File: config.mk
export PLATFORM = sky130hd
export DESIGN_NAME = am9513_cai_decoder_flat
export DESIGN_NICKNAME = d
export VERILOG_FILES = /design/src/rtl/am9513_cai_decoder_if.sv /design/src/rtl/am9513_cai_decoder.sv /design/src/flat_wrapper.sv
export SDC_FILE = /design/constraint.sdc
export NUM_CORES = 1
export LEC_CHECK = 0
export ABC_AREA = 1
export BUFFER_PORTS_ARGS = -buffer_cell sky130_fd_sc_hd__clkbuf_2
export CORE_MARGIN = 2
export CORE_UTILIZATION = 52
export DETAILED_ROUTE_END_ITERATION = 8
export GPL_ROUTABILITY_DRIVEN = 1
export PLACE_DENSITY = 0.82
export SYNTH_ARGS = -nofsm -noshare
export SYNTH_HDL_FRONTEND = slang
export SYNTH_SLANG_ARGS = --single-unit
File: constraint.sdc
create_clock -name clk -period 1.95 [get_ports clk]
set_clock_uncertainty 0.05 [all_clocks]
set_input_delay 0.39 -clock clk [delete_from_list [all_inputs] [get_ports clk]]
set_output_delay 0.39 -clock clk [all_outputs]
set_load 0.03 [all_outputs]
File: src/rtl/am9513_cai_decoder_if.sv
// ---------------------------------------------------------------------------
// am9513_cai_decoder_if
//   Descriptor-in / decoded-op-out bus of the CAI decode stage.
//   master : the side that submits descriptors and consumes decoded ops
//            (drives in_* data/valid and out_ready).
//   slave  : the decode stage itself.
// Parameters
//   CTX_W  context id width
//   TAG_W  opaque tag width
//   REG_W  result-register index width
// Signals
//   in_valid/in_ready, in_opcode, in_flags, in_ctx, in_tag   submit side
//   out_valid/out_ready, out_func, out_fmt, out_src_fmt,
//   out_mode_valid, out_mode, out_res_valid, out_res_reg,
//   out_ctx, out_tag, out_illegal, out_cause                 decoded side
// ---------------------------------------------------------------------------
interface am9513_cai_decoder_if #(
  parameter int CTX_W = 2,
  parameter int TAG_W = 8,
  parameter int REG_W = 4
);
  logic             in_valid;
  logic             in_ready;
  logic [31:0]      in_opcode;
  logic [31:0]      in_flags;
  logic [CTX_W-1:0] in_ctx;
  logic [TAG_W-1:0] in_tag;

  logic             out_valid;
  logic             out_ready;
  logic [7:0]       out_func;
  logic [7:0]       out_fmt;
  logic [7:0]       out_src_fmt;
  logic             out_mode_valid;
  logic [2:0]       out_mode;
  logic             out_res_valid;
  logic [REG_W-1:0] out_res_reg;
  logic [CTX_W-1:0] out_ctx;
  logic [TAG_W-1:0] out_tag;
  logic             out_illegal;
  logic [2:0]       out_cause;

  modport master (
    output in_valid, in_opcode, in_flags, in_ctx, in_tag, out_ready,
    input  in_ready, out_valid, out_func, out_fmt, out_src_fmt,
           out_mode_valid, out_mode, out_res_valid, out_res_reg,
           out_ctx, out_tag, out_illegal, out_cause
  );

  modport slave (
    input  in_valid, in_opcode, in_flags, in_ctx, in_tag, out_ready,
    output in_ready, out_valid, out_func, out_fmt, out_src_fmt,
           out_mode_valid, out_mode, out_res_valid, out_res_reg,
           out_ctx, out_tag, out_illegal, out_cause
  );
endinterface

File: src/rtl/am9513_cai_decoder.sv
// ---------------------------------------------------------------------------
// am9513_cai_decoder
//   Decode stage between the CAI submit queue and the Am9513 execute units.
//   Each accepted descriptor is decoded (func/fmt/mode/result register),
//   checked for legality against the active personality tier, and presented
//   one cycle later through an output register backed by a 1-entry skid
//   buffer. Also keeps sticky IEEE exception flags (NV,DZ,OF,UF,NX in bits
//   0..4) for NUM_CTX contexts and a saturating count of illegal ops issued.
// Ports
//   clk, rst_n        clock, asynchronous active-low reset
//   tier              active personality code (0=P0 .. 4=P4), quasi-static
//   bus               descriptor/decoded-op handshake bus (slave side)
//   flag_set_v/ctx/set  OR flag_set into the flags of flag_set_ctx
//   flag_clr_v/ctx    clear the flags of flag_clr_ctx
//   flag_rd_ctx/data  combinational read of the registered flags
//   illegal_cnt       saturating count of ops issued with out_illegal=1
// ---------------------------------------------------------------------------
module am9513_cai_decoder #(
  parameter  int NUM_CTX = 4,
  parameter  int TAG_W   = 8,
  parameter  int REG_W   = 4,
  localparam int CTX_W   = (NUM_CTX > 1) ? $clog2(NUM_CTX) : 1
) (
  input  logic                 clk,
  input  logic                 rst_n,
  input  logic [7:0]           tier,
  am9513_cai_decoder_if.slave  bus,
  input  logic                 flag_set_v,
  input  logic [CTX_W-1:0]     flag_set_ctx,
  input  logic [4:0]           flag_set,
  input  logic                 flag_clr_v,
  input  logic [CTX_W-1:0]     flag_clr_ctx,
  input  logic [CTX_W-1:0]     flag_rd_ctx,
  output logic [4:0]           flag_rd_data,
  output logic [15:0]          illegal_cnt
);

  typedef struct packed {
    logic [7:0]       func;
    logic [7:0]       fmt;
    logic [7:0]       src_fmt;
    logic             mode_valid;
    logic [2:0]       mode;
    logic             res_valid;
    logic [REG_W-1:0] res_reg;
    logic [CTX_W-1:0] ctx;
    logic [TAG_W-1:0] tag;
    logic             illegal;
    logic [2:0]       cause;
  } op_t;

  localparam logic [2:0] CAUSE_OK        = 3'd0;
  localparam logic [2:0] CAUSE_NO_VENDOR = 3'd1;
  localparam logic [2:0] CAUSE_UNKNOWN   = 3'd2;
  localparam logic [2:0] CAUSE_TIER      = 3'd3;
  localparam logic [2:0] CAUSE_BAD_MODE  = 3'd4;

  // Legality check; the first failing rule determines the cause.
  // Function groups: 01-05 base (P0), 06-0A and 10-14 need P1,
  // 20-27 (transcendentals) need P2. Tiers above 2 behave as P2.
  function automatic logic [2:0] legality_cause(
    input logic [31:0] opcode,
    input logic [31:0] flags,
    input logic [7:0]  tier_code
  );
    logic [7:0] func;
    logic       grp_base;
    logic       grp_ext;
    logic       grp_trans;
    logic [2:0] cause;
    func      = opcode[7:0];
    grp_base  = (func >= 8'h01) && (func <= 8'h05);
    grp_ext   = ((func >= 8'h06) && (func <= 8'h0A)) ||
                ((func >= 8'h10) && (func <= 8'h14));
    grp_trans = (func >= 8'h20) && (func <= 8'h27);
    if (!opcode[31]) begin
      cause = CAUSE_NO_VENDOR;
    end else if (!(grp_base || grp_ext || grp_trans)) begin
      cause = CAUSE_UNKNOWN;
    end else if ((grp_ext && (tier_code < 8'd1)) ||
                 (grp_trans && (tier_code < 8'd2))) begin
      cause = CAUSE_TIER;
    end else if (flags[0] && (flags[3:1] > 3'd2)) begin
      cause = CAUSE_BAD_MODE;
    end else begin
      cause = CAUSE_OK;
    end
    return cause;
  endfunction

  op_t             dec_s;
  op_t             out_r;
  op_t             out_nx_s;
  op_t             skid_r;
  op_t             skid_nx_s;
  logic            out_valid_r;
  logic            out_valid_nx_s;
  logic            skid_full_r;
  logic            skid_full_nx_s;
  logic            in_ready_r;
  logic            accept_s;
  logic            out_fire_s;
  logic            out_load_s;
  logic [4:0]      flags_r    [NUM_CTX];
  logic [4:0]      flags_nx_s [NUM_CTX];
  logic [15:0]     illegal_cnt_r;
  logic            unused_bits_s;

  // Only a subset of the opcode/flag words carries meaning here.
  assign unused_bits_s = ^{bus.in_opcode, bus.in_flags};

  assign accept_s   = bus.in_valid && in_ready_r;
  assign out_fire_s = out_valid_r && bus.out_ready;
  // The output register may take a new op when it is empty or being drained.
  assign out_load_s = out_fire_s || !out_valid_r;

  // Decode the incoming descriptor; fields are decoded even when illegal.
  always_comb begin
    dec_s            = '0;
    dec_s.func       = bus.in_opcode[7:0];
    dec_s.fmt        = bus.in_opcode[15:8];
    dec_s.src_fmt    = (bus.in_opcode[7:0] == 8'h10) ? bus.in_flags[7:0] : 8'h00;
    dec_s.mode_valid = bus.in_flags[0];
    dec_s.mode       = bus.in_flags[3:1];
    dec_s.res_valid  = bus.in_flags[4];
    dec_s.res_reg    = bus.in_flags[8 +: REG_W];
    dec_s.ctx        = bus.in_ctx;
    dec_s.tag        = bus.in_tag;
    dec_s.cause      = legality_cause(bus.in_opcode, bus.in_flags, tier);
    dec_s.illegal    = (dec_s.cause != CAUSE_OK);
  end

  // Next state of output register and skid buffer. The skid only fills
  // while the output is stalled, and always drains into the output first,
  // which keeps ops strictly in order. in_ready tracks the skid so that an
  // accept never coincides with a full skid.
  always_comb begin
    out_nx_s       = out_r;
    out_valid_nx_s = out_valid_r;
    skid_nx_s      = skid_r;
    skid_full_nx_s = skid_full_r;
    if (out_load_s) begin
      if (skid_full_r) begin
        out_nx_s       = skid_r;
        out_valid_nx_s = 1'b1;
        skid_full_nx_s = 1'b0;
      end else if (accept_s) begin
        out_nx_s       = dec_s;
        out_valid_nx_s = 1'b1;
      end else begin
        out_valid_nx_s = 1'b0;
      end
    end else begin
      if (accept_s) begin
        skid_nx_s      = dec_s;
        skid_full_nx_s = 1'b1;
      end else begin
        skid_full_nx_s = skid_full_r;
      end
    end
  end

  // Pipeline registers; in_ready comes straight from a flop.
  always_ff @(posedge clk or negedge rst_n) begin
    if (!rst_n) begin
      out_r       <= '0;
      out_valid_r <= 1'b0;
      skid_r      <= '0;
      skid_full_r <= 1'b0;
      in_ready_r  <= 1'b0;
    end else begin
      out_r       <= out_nx_s;
      out_valid_r <= out_valid_nx_s;
      skid_r      <= skid_nx_s;
      skid_full_r <= skid_full_nx_s;
      in_ready_r  <= !skid_full_nx_s;
    end
  end

  // Sticky flag update: a same-cycle clear acts before the set, so bits
  // set in that cycle survive. Out-of-range contexts match no entry.
  always_comb begin
    for (int c = 0; c < NUM_CTX; c++) begin
      flags_nx_s[c] = (flag_clr_v && (flag_clr_ctx == CTX_W'(c))) ? 5'b00000 : flags_r[c];
      flags_nx_s[c] = flags_nx_s[c] |
                      ((flag_set_v && (flag_set_ctx == CTX_W'(c))) ? flag_set : 5'b00000);
    end
  end

  // Per-context flag registers.
  always_ff @(posedge clk or negedge rst_n) begin
    if (!rst_n) begin
      for (int c = 0; c < NUM_CTX; c++) begin
        flags_r[c] <= 5'b00000;
      end
    end else begin
      for (int c = 0; c < NUM_CTX; c++) begin
        flags_r[c] <= flags_nx_s[c];
      end
    end
  end

  // Flag read port; an out-of-range context reads as zero.
  always_comb begin
    flag_rd_data = 5'b00000;
    for (int c = 0; c < NUM_CTX; c++) begin
      flag_rd_data = flag_rd_data |
                     ((flag_rd_ctx == CTX_W'(c)) ? flags_r[c] : 5'b00000);
    end
  end

  // Saturating count of illegal ops handed downstream.
  always_ff @(posedge clk or negedge rst_n) begin
    if (!rst_n) begin
      illegal_cnt_r <= 16'h0000;
    end else if (out_fire_s && out_r.illegal && (illegal_cnt_r != 16'hFFFF)) begin
      illegal_cnt_r <= illegal_cnt_r + 16'd1;
    end else begin
      illegal_cnt_r <= illegal_cnt_r;
    end
  end

  assign illegal_cnt        = illegal_cnt_r;
  assign bus.in_ready       = in_ready_r;
  assign bus.out_valid      = out_valid_r;
  assign bus.out_func       = out_r.func;
  assign bus.out_fmt        = out_r.fmt;
  assign bus.out_src_fmt    = out_r.src_fmt;
  assign bus.out_mode_valid = out_r.mode_valid;
  assign bus.out_mode       = out_r.mode;
  assign bus.out_res_valid  = out_r.res_valid;
  assign bus.out_res_reg    = out_r.res_reg;
  assign bus.out_ctx        = out_r.ctx;
  assign bus.out_tag        = out_r.tag;
  assign bus.out_illegal    = out_r.illegal;
  assign bus.out_cause      = out_r.cause;

endmodule

File: src/flat_wrapper.sv
// flat-port wrapper written by rule: the top's interface ports become plain ports
module am9513_cai_decoder_flat 
#(
  parameter  int NUM_CTX = 4,
  parameter  int TAG_W   = 8,
  parameter  int REG_W   = 4,
  localparam int CTX_W   = (NUM_CTX > 1) ? $clog2(NUM_CTX) : 1
)
  (clk, rst_n, tier, flag_set_v, flag_set_ctx, flag_set, flag_clr_v, flag_clr_ctx, flag_rd_ctx, flag_rd_data, illegal_cnt, bus_in_valid, bus_in_opcode, bus_in_flags, bus_in_ctx, bus_in_tag, bus_out_ready, bus_in_ready, bus_out_valid, bus_out_func, bus_out_fmt, bus_out_src_fmt, bus_out_mode_valid, bus_out_mode, bus_out_res_valid, bus_out_res_reg, bus_out_ctx, bus_out_tag, bus_out_illegal, bus_out_cause);
  am9513_cai_decoder_if #(.CTX_W((2)), .TAG_W(TAG_W), .REG_W(REG_W)) bus_i ();
  input  logic clk;
  input  logic rst_n;
  input  logic [7:0] tier;
  input  logic flag_set_v;
  input  logic [CTX_W-1:0] flag_set_ctx;
  input  logic [4:0] flag_set;
  input  logic flag_clr_v;
  input  logic [CTX_W-1:0] flag_clr_ctx;
  input  logic [CTX_W-1:0] flag_rd_ctx;
  output logic [4:0] flag_rd_data;
  output logic [15:0] illegal_cnt;
  input wire logic [$bits(bus_i.in_valid)-1:0] bus_in_valid;
  input wire logic [$bits(bus_i.in_opcode)-1:0] bus_in_opcode;
  input wire logic [$bits(bus_i.in_flags)-1:0] bus_in_flags;
  input wire logic [$bits(bus_i.in_ctx)-1:0] bus_in_ctx;
  input wire logic [$bits(bus_i.in_tag)-1:0] bus_in_tag;
  input wire logic [$bits(bus_i.out_ready)-1:0] bus_out_ready;
  output wire logic [$bits(bus_i.in_ready)-1:0] bus_in_ready;
  output wire logic [$bits(bus_i.out_valid)-1:0] bus_out_valid;
  output wire logic [$bits(bus_i.out_func)-1:0] bus_out_func;
  output wire logic [$bits(bus_i.out_fmt)-1:0] bus_out_fmt;
  output wire logic [$bits(bus_i.out_src_fmt)-1:0] bus_out_src_fmt;
  output wire logic [$bits(bus_i.out_mode_valid)-1:0] bus_out_mode_valid;
  output wire logic [$bits(bus_i.out_mode)-1:0] bus_out_mode;
  output wire logic [$bits(bus_i.out_res_valid)-1:0] bus_out_res_valid;
  output wire logic [$bits(bus_i.out_res_reg)-1:0] bus_out_res_reg;
  output wire logic [$bits(bus_i.out_ctx)-1:0] bus_out_ctx;
  output wire logic [$bits(bus_i.out_tag)-1:0] bus_out_tag;
  output wire logic [$bits(bus_i.out_illegal)-1:0] bus_out_illegal;
  output wire logic [$bits(bus_i.out_cause)-1:0] bus_out_cause;
  assign bus_i.in_valid = bus_in_valid;
  assign bus_i.in_opcode = bus_in_opcode;
  assign bus_i.in_flags = bus_in_flags;
  assign bus_i.in_ctx = bus_in_ctx;
  assign bus_i.in_tag = bus_in_tag;
  assign bus_i.out_ready = bus_out_ready;
  assign bus_in_ready = bus_i.in_ready;
  assign bus_out_valid = bus_i.out_valid;
  assign bus_out_func = bus_i.out_func;
  assign bus_out_fmt = bus_i.out_fmt;
  assign bus_out_src_fmt = bus_i.out_src_fmt;
  assign bus_out_mode_valid = bus_i.out_mode_valid;
  assign bus_out_mode = bus_i.out_mode;
  assign bus_out_res_valid = bus_i.out_res_valid;
  assign bus_out_res_reg = bus_i.out_res_reg;
  assign bus_out_ctx = bus_i.out_ctx;
  assign bus_out_tag = bus_i.out_tag;
  assign bus_out_illegal = bus_i.out_illegal;
  assign bus_out_cause = bus_i.out_cause;
  am9513_cai_decoder #(.NUM_CTX(NUM_CTX), .TAG_W(TAG_W), .REG_W(REG_W)) u_core (.clk(clk), .rst_n(rst_n), .tier(tier), .bus(bus_i), .flag_set_v(flag_set_v), .flag_set_ctx(flag_set_ctx), .flag_set(flag_set), .flag_clr_v(flag_clr_v), .flag_clr_ctx(flag_clr_ctx), .flag_rd_ctx(flag_rd_ctx), .flag_rd_data(flag_rd_data), .illegal_cnt(illegal_cnt));
endmodule
; ---- After elaboration in Yosys (flattened, before gate mapping)
; Cells that the tools add are included.
[word_totals]
wordCells = 117
register_bits = 133
[classes]
bitwise_logic = 8
n_mux = 23
reduce_logical = 33
eq_ne = 11
n_lt_le_gt_ge = 11
addsub = 1
[op_table]
columns = cell, count
row1 = $mux W47, 2
row2 = $mux W5, 12
row3 = $or A5 B5 Y5, 7
row4 = $logic_and A1 B1 Y1, 19
row5 = $add A16 B1 Y16 const B, 1
row6 = $ne A16 B16 Y1 const B, 1
row7 = $eq A2 B2 Y1 const B, 6
row8 = $mux W3, 4
row9 = $eq A8 B5 Y1 const B, 1
row10 = $ge A8 B1 Y1 const B, 1
row11 = $ge A8 B3 Y1 const B, 1
row12 = $ge A8 B5 Y1 const B, 1
row13 = $ge A8 B6 Y1 const B, 1
row14 = $le A8 B3 Y1 const B, 1
row15 = $le A8 B4 Y1 const B, 1
row16 = $le A8 B5 Y1 const B, 1
row17 = $le A8 B6 Y1 const B, 1
row18 = $lt A8 B1 Y1 const B, 1
row19 = $lt A8 B2 Y1 const B, 1
row20 = $mux W8, 1
row21 = $eq A2 B1 Y1 const B, 3
row22 = $logic_not A2 Y1, 3
row23 = $logic_or A1 B1 Y1, 5
row24 = $mux W1, 4
row25 = 6 further kinds, 8

; ---- Longest topological paths before layout
; Gate-level depths: netlist (run 1).
[depth]
depth_word = 11
mapped_depth = 13

; ---- Worst setup path before layout (run 1)
; Ideal clock, no wire load.
[synth_timing]
kind = input-to-output
from = input flag_rd_ctx[0]
to = output flag_rd_data[2]
arrival_time_ps = 1336
t_required_ps = 1510
stages = 4
n_path_buf = 0
path_slack_ps = 174
cell_sequence = inv_1 nor2_1 inv_1 o21ai_0
[synth_between]
elab_chain_cells = 5
elab_cells_between_ends = 11
[synth_lines]
columns = item, line
row1 = "start, declared", flat_wrapper.sv:19  ; input logic [CTX_W-1:0] flag_rd_ctx;
row2 = $eq A2 B1 Y1 or $logic_not A2 Y1 (tied branches), am9513_cai_decoder.sv:208  ; ((flag_rd_ctx == CTX_W'(c)) ? flags_r[c] : 5'b00000);
row3 = $mux W5, am9513_cai_decoder.sv:208
row4 = $or A5 B5 Y5 (2 in series), am9513_cai_decoder.sv:207  ; flag_rd_data = flag_rd_data |
row5 = $or A5 B5 Y5 *, am9513_cai_decoder.sv:207
row6 = "end, declared", flat_wrapper.sv:20  ; output logic [4:0] flag_rd_data;
; Every way passes the cells marked *; elsewhere a longest branch is shown, timed or not.

; ---- Worst setup path after layout (run 1)
[layout_timing]
from = register u_core.flags_r[5] (netlist name)
to = output flag_rd_data[0]
[layout_between]
elab_chain_cells = 3
[layout_lines]
columns = item, line
row1 = "start, declared", am9513_cai_decoder.sv:104  ; logic [4:0] flags_r [NUM_CTX];
row2 = "start signal, assigned by index", am9513_cai_decoder.sv:198  ; flags_r[c] <= flags_nx_s[c];
row3 = $mux W5, am9513_cai_decoder.sv:208
row4 = $or A5 B5 Y5 (2 in series), am9513_cai_decoder.sv:207
; No other way between the ends.

==> results of run 1 <==
synth_stat cells, types with 8 or more instances:
| cell | n |
|---|---|
| nor3_1 | 9 |
| o21ai_0 | 31 |
| nand3_1 | 13 |
| dfrtp_1 | 133 |
| a21oi_1 | 15 |
| o22ai_1 | 21 |
| xor2_1 | 8 |
| a31oi_1 | 33 |
| inv_1 | 69 |
| nor2_1 | 68 |
| nand2_1 | 250 |
| buf_2 | 15 |
cell type report:
class	count	area, um2
Clock inverter	10	150
Clock buffer	22	484
Tap cell	143	179
Inverter	73	274
Fill cell	960	3820
Timing Repair Buffer	146	847
Multi-Input combinational cell	488	2280
Sequential cell	133	3330
report_power, final:
part           internal, mW  switching (mW)
logic                 0.739            1.68
registers              3.43           0.402
clock network          2.26            1.14
total                  6.42            3.22
layer usage:
layer	part of all wire	wire length (um)
met1	0.43	6220
met2	0.48	6920
met3	0.065	941
met4	0.026	369
met5	0	0
through the flow:
step,power [mW],cell area (um2),utilization,instances,hold WS (ps)
2_1_floorplan,5.45,6030,-,723,44.4
3_3_place_gp,6.20,6900,0.607,982,284
3_5_place_dp,6.29,6900,0.607,982,286
4_1_cts,9.71,7550,0.664,1015,134
5_1_grt,10.1,7550,0.664,1015,139
6_report,9.64,7550,0.664,1015,147
cell families (layout without fill, tap and decap cells):
group	after synthesis	count (layout)	share of synthesized area
DFF	133	133	0.552
and+or+nand+nor	366	366	0.253
AOI/OAI and AO/OA	107	107	0.103
adders and majority gates	1	1	0.00208
xor gates and xnor gates	14	14	0.0203
buffers and inverters	102	251	0.0697
worst max-delay path: stages (launching register included):
cell	delay, ps
dfrtp_1	360
inv_1	70
nor2_1	50
a221oi_1	200
o21ai_0	120
clkbuf_2	190
worst max-delay path by stage:
stage | startpoint | to | slack, ps | depth (start not counted)
finish | u_core.flags_r[5] | flag_rd_data[0] | 100 | 5
global route | u_core.bus.out_valid | u_core.skid_r[2] | 6 | 6
CTS | u_core.flags_r[5] | flag_rd_data[0] | 90 | 5
detailed placement | bus_out_ready | u_core.skid_r[2] | 160 | 6
global placement | bus_out_ready | u_core.skid_r[2] | 190 | 6
floorplan | flag_rd_ctx[0] | flag_rd_data[2] | 170 | 4
what timing repair did:
action,CTS,global route
hold endpoints to repair,38,0
hold buffers,1,0
buffers inserted,0,0
layout by cell type (no fill, tap or decap), types with 4 or more instances in the layout:
cell type / n
inv_1: 68
nand4_1: 7
nand3_1: 13
o2111ai_1: 4
o21ai_0: 31
nand3_2: 4
inv_2: 4
a21oi_1: 15
clkinv_2: 6
nor2_1: 68
xnor2_1: 6
xor2_1: 8
bufinv_16: 4
nor3_1: 9
buf_4: 6
clkbuf_16: 17
clkbuf_8: 4
dfrtp_1: 132
clkbuf_2: 132
a31oi_1: 33
o22ai_1: 21
nand2_1: 250
buf_12: 6
==> flow_metrics.py, run 1 <==
metrics = {
    "status": {
        "status": "complete, no violations",
    },
    "die": {
        "die_w_um": 112,
        "coreArea_mm2": 0.0114,
        "die_area_mm2": 0.0125,
        "start_util": 0.530,
        "std_cell_rows": 39,
        "ios": 169,
        "dieHeight_um": 112,
    },
    "placement": {
        "port_buffers": 133,
        "dp_hpwl_mm": 9.57,
        "gp_congestion": 0.864,
        "post-place-ws_ps": 156,
    },
    "synthesis": {
        "ys_ff_latch": 133,
        "yosysSeqAreaShare": 0.552,
        "async_reset_ff_frac": 1.00,
        "syn_nets": 823,
        "synth.cell_area_mm2": 0.00603,
        "synth.avg_cell_area_um2": 8.34,
        "ys.flop_type": "dfrtp_1",
        "syn_inst": 723,
        "yosysTopAreaCellShare": 0.552,
        "ys_top_cells_by_area": "dfrtp_1 55%, nand2_1 16%, inv_1 4.3%, nor2_1 4.2%, a31oi_1 3.4%",
        "ys_warn_count": 0,
        "yosys.area.top_type": "dfrtp_1",
        "synth_edf_count": 0,
        "synth.distinct_cells": 32,
    },
    "global_routing": {
        "first_global_vias": 5131,
        "grt_usage": 0.242,
        "use_met3": 0.0555,
        "grt-ovfl-total": 0,
        "grt.busiest_layer": "met2",
        "use_met2": 0.395,
        "grt_pass1_wl_mm": 24.2,
        "antenna_found_initial": 0,
        "grt_max_degree": 54,
        "gr-usage-met1": 0.316,
    },
    "final_layout": {
        "regMostFlops": "u_core.skid_r",
        "largest_reg_flops": 47,
        "area_growth_pct": 25.2,
        "drive_above_1_share": 0.227,
        "diodes": 0,
        "finalNetCount": 959,
    },
    "min_path": {
        "min_path_cells": 3,
        "holdPathEnd": "u_core.skid_r[17]",
        "worstHoldPathType": "input port to flip-flop",
        "min_from": "bus_in_flags[11]",
    },
    "worst_setup_path": {
        "crit_type": "flip-flop to output port",
        "regToRegSetupSlack_ps": 210,
        "r2r-start": "u_core.illegal_cnt[0]",
        "worstRegToRegCells": 9,
        "cp-start-kind": "flip-flop",
        "required_ps": 1510,
        "r2r-end": "u_core.illegal_cnt[9]",
        "worst_setup_path_end_kind": "output port",
        "arrival_ps": 1410,
        "crit_fanout": 2,
    },
    "timing": {
        "slew_viol_final": 0,
        "slew_headroom": 0.409,
        "tns_ps": 0,
        "rsz0062_at_grt": "no",
        "finalHoldViolations": 0,
        "fmaxAchievable_mhz": 540,
        "post-route-min-period_ps": 1850,
        "period_share": 0.950,
        "report.final.setup_viol": 0,
        "worstMarginPinSlew_ps": 885,
        "setup_ws_ps": 97.6,
    },
    "drt": {
        "drtAntennaViolNets": 0,
        "drc_errors": 0,
        "wl_mm": 14.4,
        "drt_iter0_markers": 406,
        "via_count": 5323,
        "firstDrtPassIters": 5,
        "routedWlPerCell_um": 14.2,
        "vias_per_cell": 5.24,
    },
    "power_and_ir_drop": {
        "p_per_area_mw_per_mm2": 1280,
        "p_leak_nw": 3.97,
        "vdd_drop_max_v": 0.000896,
    },
    "flow_run": {
        "max_cap_violations": 0,
    },
    "cts": {
        "cts-root-buf": "clkbuf_16",
        "cts-buffers-inserted": 17,
        "cts.sinks": 133,
        "clk_pin_slew_ps": 50,
        "post_cts_resized": 0,
        "cts.htree.levels": 4,
        "clock_latency_ps": 420,
        "clock_path_buffers": 2,
        "tritoncts": "done",
    },
}
(Power assumes the default switching activity.)
==> inputs of run 2 (changes only) <==
- CORE_UTILIZATION: 52 -> 45
- PLACE_DENSITY: 0.82 -> 0.72
==> run 2 against run 1 <==
  * Sequential power about the same
  * Setup slack got worse by 13 ps
  * Power shrank 5.8%
  * Non-clock buffer count fell by 1
  * First-iteration DRC count shrank 18%
  * Clock-buffer cell count up 3
  * Final area is 1.4% lower
  * Wire length decreased by 1.6%
==> flow_metrics.py, run 2 (synthesis results as in run 1) <==
metrics = {
    "final_layout": {
        "layout_common_cells": "250 x nand2_1, 132 x clkbuf_2, 132 x dfrtp_1, 68 x inv_1, 68 x nor2_1",
        "mostFrequentLayoutCell": "nand2_1",
        "finalNetCount": 958,
        "largest_reg_flops": 47,
        "diodes": 0,
        "area_growth_pct": 23.5,
        "drive_above_1_share": 0.223,
        "fillCellCount": 1242,
        "regMostFlops": "u_core.skid_r",
    },
    "drt": {
        "drt_iter0_markers": 331,
        "wl_mm": 14.2,
        "drc_errors": 0,
        "via_count": 5179,
        "routedWlPerCell_um": 13.6,
        "firstDrtPassIters": 5,
        "drtAntennaViolNets": 0,
        "vias_per_cell": 4.96,
    },
    "timing": {
        "rsz0062_at_grt": "no",
        "period_share": 0.957,
        "hold_ws_ps": 144,
        "worstMarginPinSlew_ps": 707,
        "slew_viol_final": 0,
        "fmaxAchievable_mhz": 536,
        "finalHoldViolations": 0,
        "report.final.setup_viol": 0,
        "tns_ps": 0,
        "post-route-min-period_ps": 1870,
        "slew_headroom": 0.525,
    },
    "power_and_ir_drop": {
        "p_comb_frac": 0.262,
        "p_leak_nw": 3.90,
        "p_int_mw": 5.91,
        "p_sw_frac": 0.349,
        "vdd_drop_max_v": 0.000703,
        "power_switching_mw": 3.17,
        "seqPwrFrac": 0.421,
        "p_per_area_mw_per_mm2": 1220,
        "power_frac_clock": 0.317,
    },
    "worst_setup_path": {
        "required_ps": 1510,
        "arrival_ps": 1430,
        "worst_setup_path_end_kind": "output port",
        "crit_type": "flip-flop to output port",
        "worstRegToRegCells": 10,
        "cpPeakStageDelay_ps": 380,
        "regToRegSetupSlack_ps": 260,
        "crit_fanout": 2,
        "cp-start-kind": "flip-flop",
        "cp_num_buf_inv": 1,
        "critPathTopFamily": "compound AO/OA/AOI/OAI gates",
        "r2r-end": "u_core.illegal_cnt[9]",
        "cp_slowest_cell": "dfrtp_1",
        "r2r-start": "u_core.illegal_cnt[0]",
        "path_cells": "a221oi_1, o21ai_0, clkbuf_2",
    },
    "global_routing": {
        "grt-ovfl-total": 0,
        "antenna_found_initial": 0,
        "first_global_vias": 4823,
        "grt_usage": 0.208,
        "grt_max_degree": 72,
        "grt_pass1_wl_mm": 23.8,
    },
    "min_path": {
        "min_from": "bus_in_tag[7]",
        "worstHoldPathType": "input port to flip-flop",
        "min_path_cells": 3,
        "holdPathEnd": "u_core.skid_r[11]",
    },
    "die": {
        "die_w_um": 120,
        "start_util": 0.459,
        "dieHeight_um": 120,
        "die_area_mm2": 0.0143,
        "ios": 169,
        "coreArea_mm2": 0.0131,
        "std_cell_rows": 42,
    },
    "status": {
        "status": "complete, no violations",
    },
    "cts": {
        "clk_pin_slew_ps": 50,
        "postCtsSetupRepairBufs": 0,
        "cts.sinks": 133,
        "cts.htree.levels": 4,
        "clock_latency_ps": 410,
        "clock_path_buffers": 2,
        "cts-buffers-inserted": 17,
        "cts-root-buf": "clkbuf_16",
        "tritoncts": "done",
    },
    "placement": {
        "port_buffers": 133,
        "gp_congestion": 0.856,
        "dp_hpwl_mm": 9.57,
    },
    "flow_run": {
        "max_cap_violations": 0,
    },
}
## run 2: cell count changes in the layout (fill, tap and decap cells not counted), sizes merged
| cell | before | now |
|---|---|---|
| buf | 13 | 12 |
| bufinv | 4 | 0 |
| clkbuf | 154 | 157 |
| clkinv | 7 | 5 |
| inv | 72 | 73 |
## run 2: repair_timing
action | 4_1_cts | 5_1_grt
hold buffers | 1 | 0
hold endpoints to repair | 37 | 0
gates resized for setup | 0 | 2
endpoints found under the setup margin | 0 | 7
## run 2: area by class of cell
class / count / area [um2] / area share
flip-flops and latches: 133 / 3330 / 0.447
repair buffers: 145 / 802 / 0.108
clock inverters: 5 / 25.0 / 0.00336
multi-input cells: 488 / 2280 / 0.307
inverters: 73 / 277 / 0.0371
well taps: 176 / 220 / 0.0296
clock buffers: 25 / 505 / 0.0679
## run 2: tightest hold or removal path, cell delays in order
cell,delay (ps)
clkbuf_2,90
nand2_1,50
nand2_1,50
## run 2: per-stage QoR
stage          power [mW]  utilization  cells  setup WS (ps)  area, um2
2_1_floorplan        5.45            -    723            174       6030
3_3_place_gp         6.20        0.525   1014            173       6900
3_5_place_dp         6.27        0.525   1014            145       6900
4_1_cts              9.18        0.566   1045           90.6       7440
5_1_grt              9.60        0.567   1045           2.83       7440
6_report             9.08        0.567   1045           84.3       7440
## run 2: worst max-delay path by stage
stage | cells past startpoint | slack, ps | endpoint | start
floorplan | 4 | 170 | flag_rd_data[2] | flag_rd_ctx[0]
global placement | 6 | 170 | u_core.skid_r[2] | bus_out_ready
detailed placement | 6 | 140 | u_core.skid_r[2] | bus_out_ready
CTS | 5 | 90 | flag_rd_data[0] | u_core.flags_r[5]
global route | 5 | 3 | flag_rd_data[0] | u_core.flags_r[5]
finish | 3 | 80 | flag_rd_data[0] | u_core.flags_r[15]
## run 2: power by group through the flow
stage / registers, mW / logic, mW / clock network (mW)
2_1_floorplan: 4.46 / 0.992 / 0
3_3_place_gp: 3.84 / 2.36 / 0
3_5_place_dp: 3.86 / 2.41 / 0
4_1_cts: 3.82 / 2.41 / 2.94
5_1_grt: 3.91 / 2.63 / 3.06
6_report: 3.82 / 2.38 / 2.88
## run 2: layer usage
metal	track usage	vias to the layer above	share of wire
met5	0	-	0
met3	0.0518	13	0.054
met1	0.283	2420	0.46
met4	0.0654	0	0.013
li1	-	2594	-
met2	0.331	152	0.47
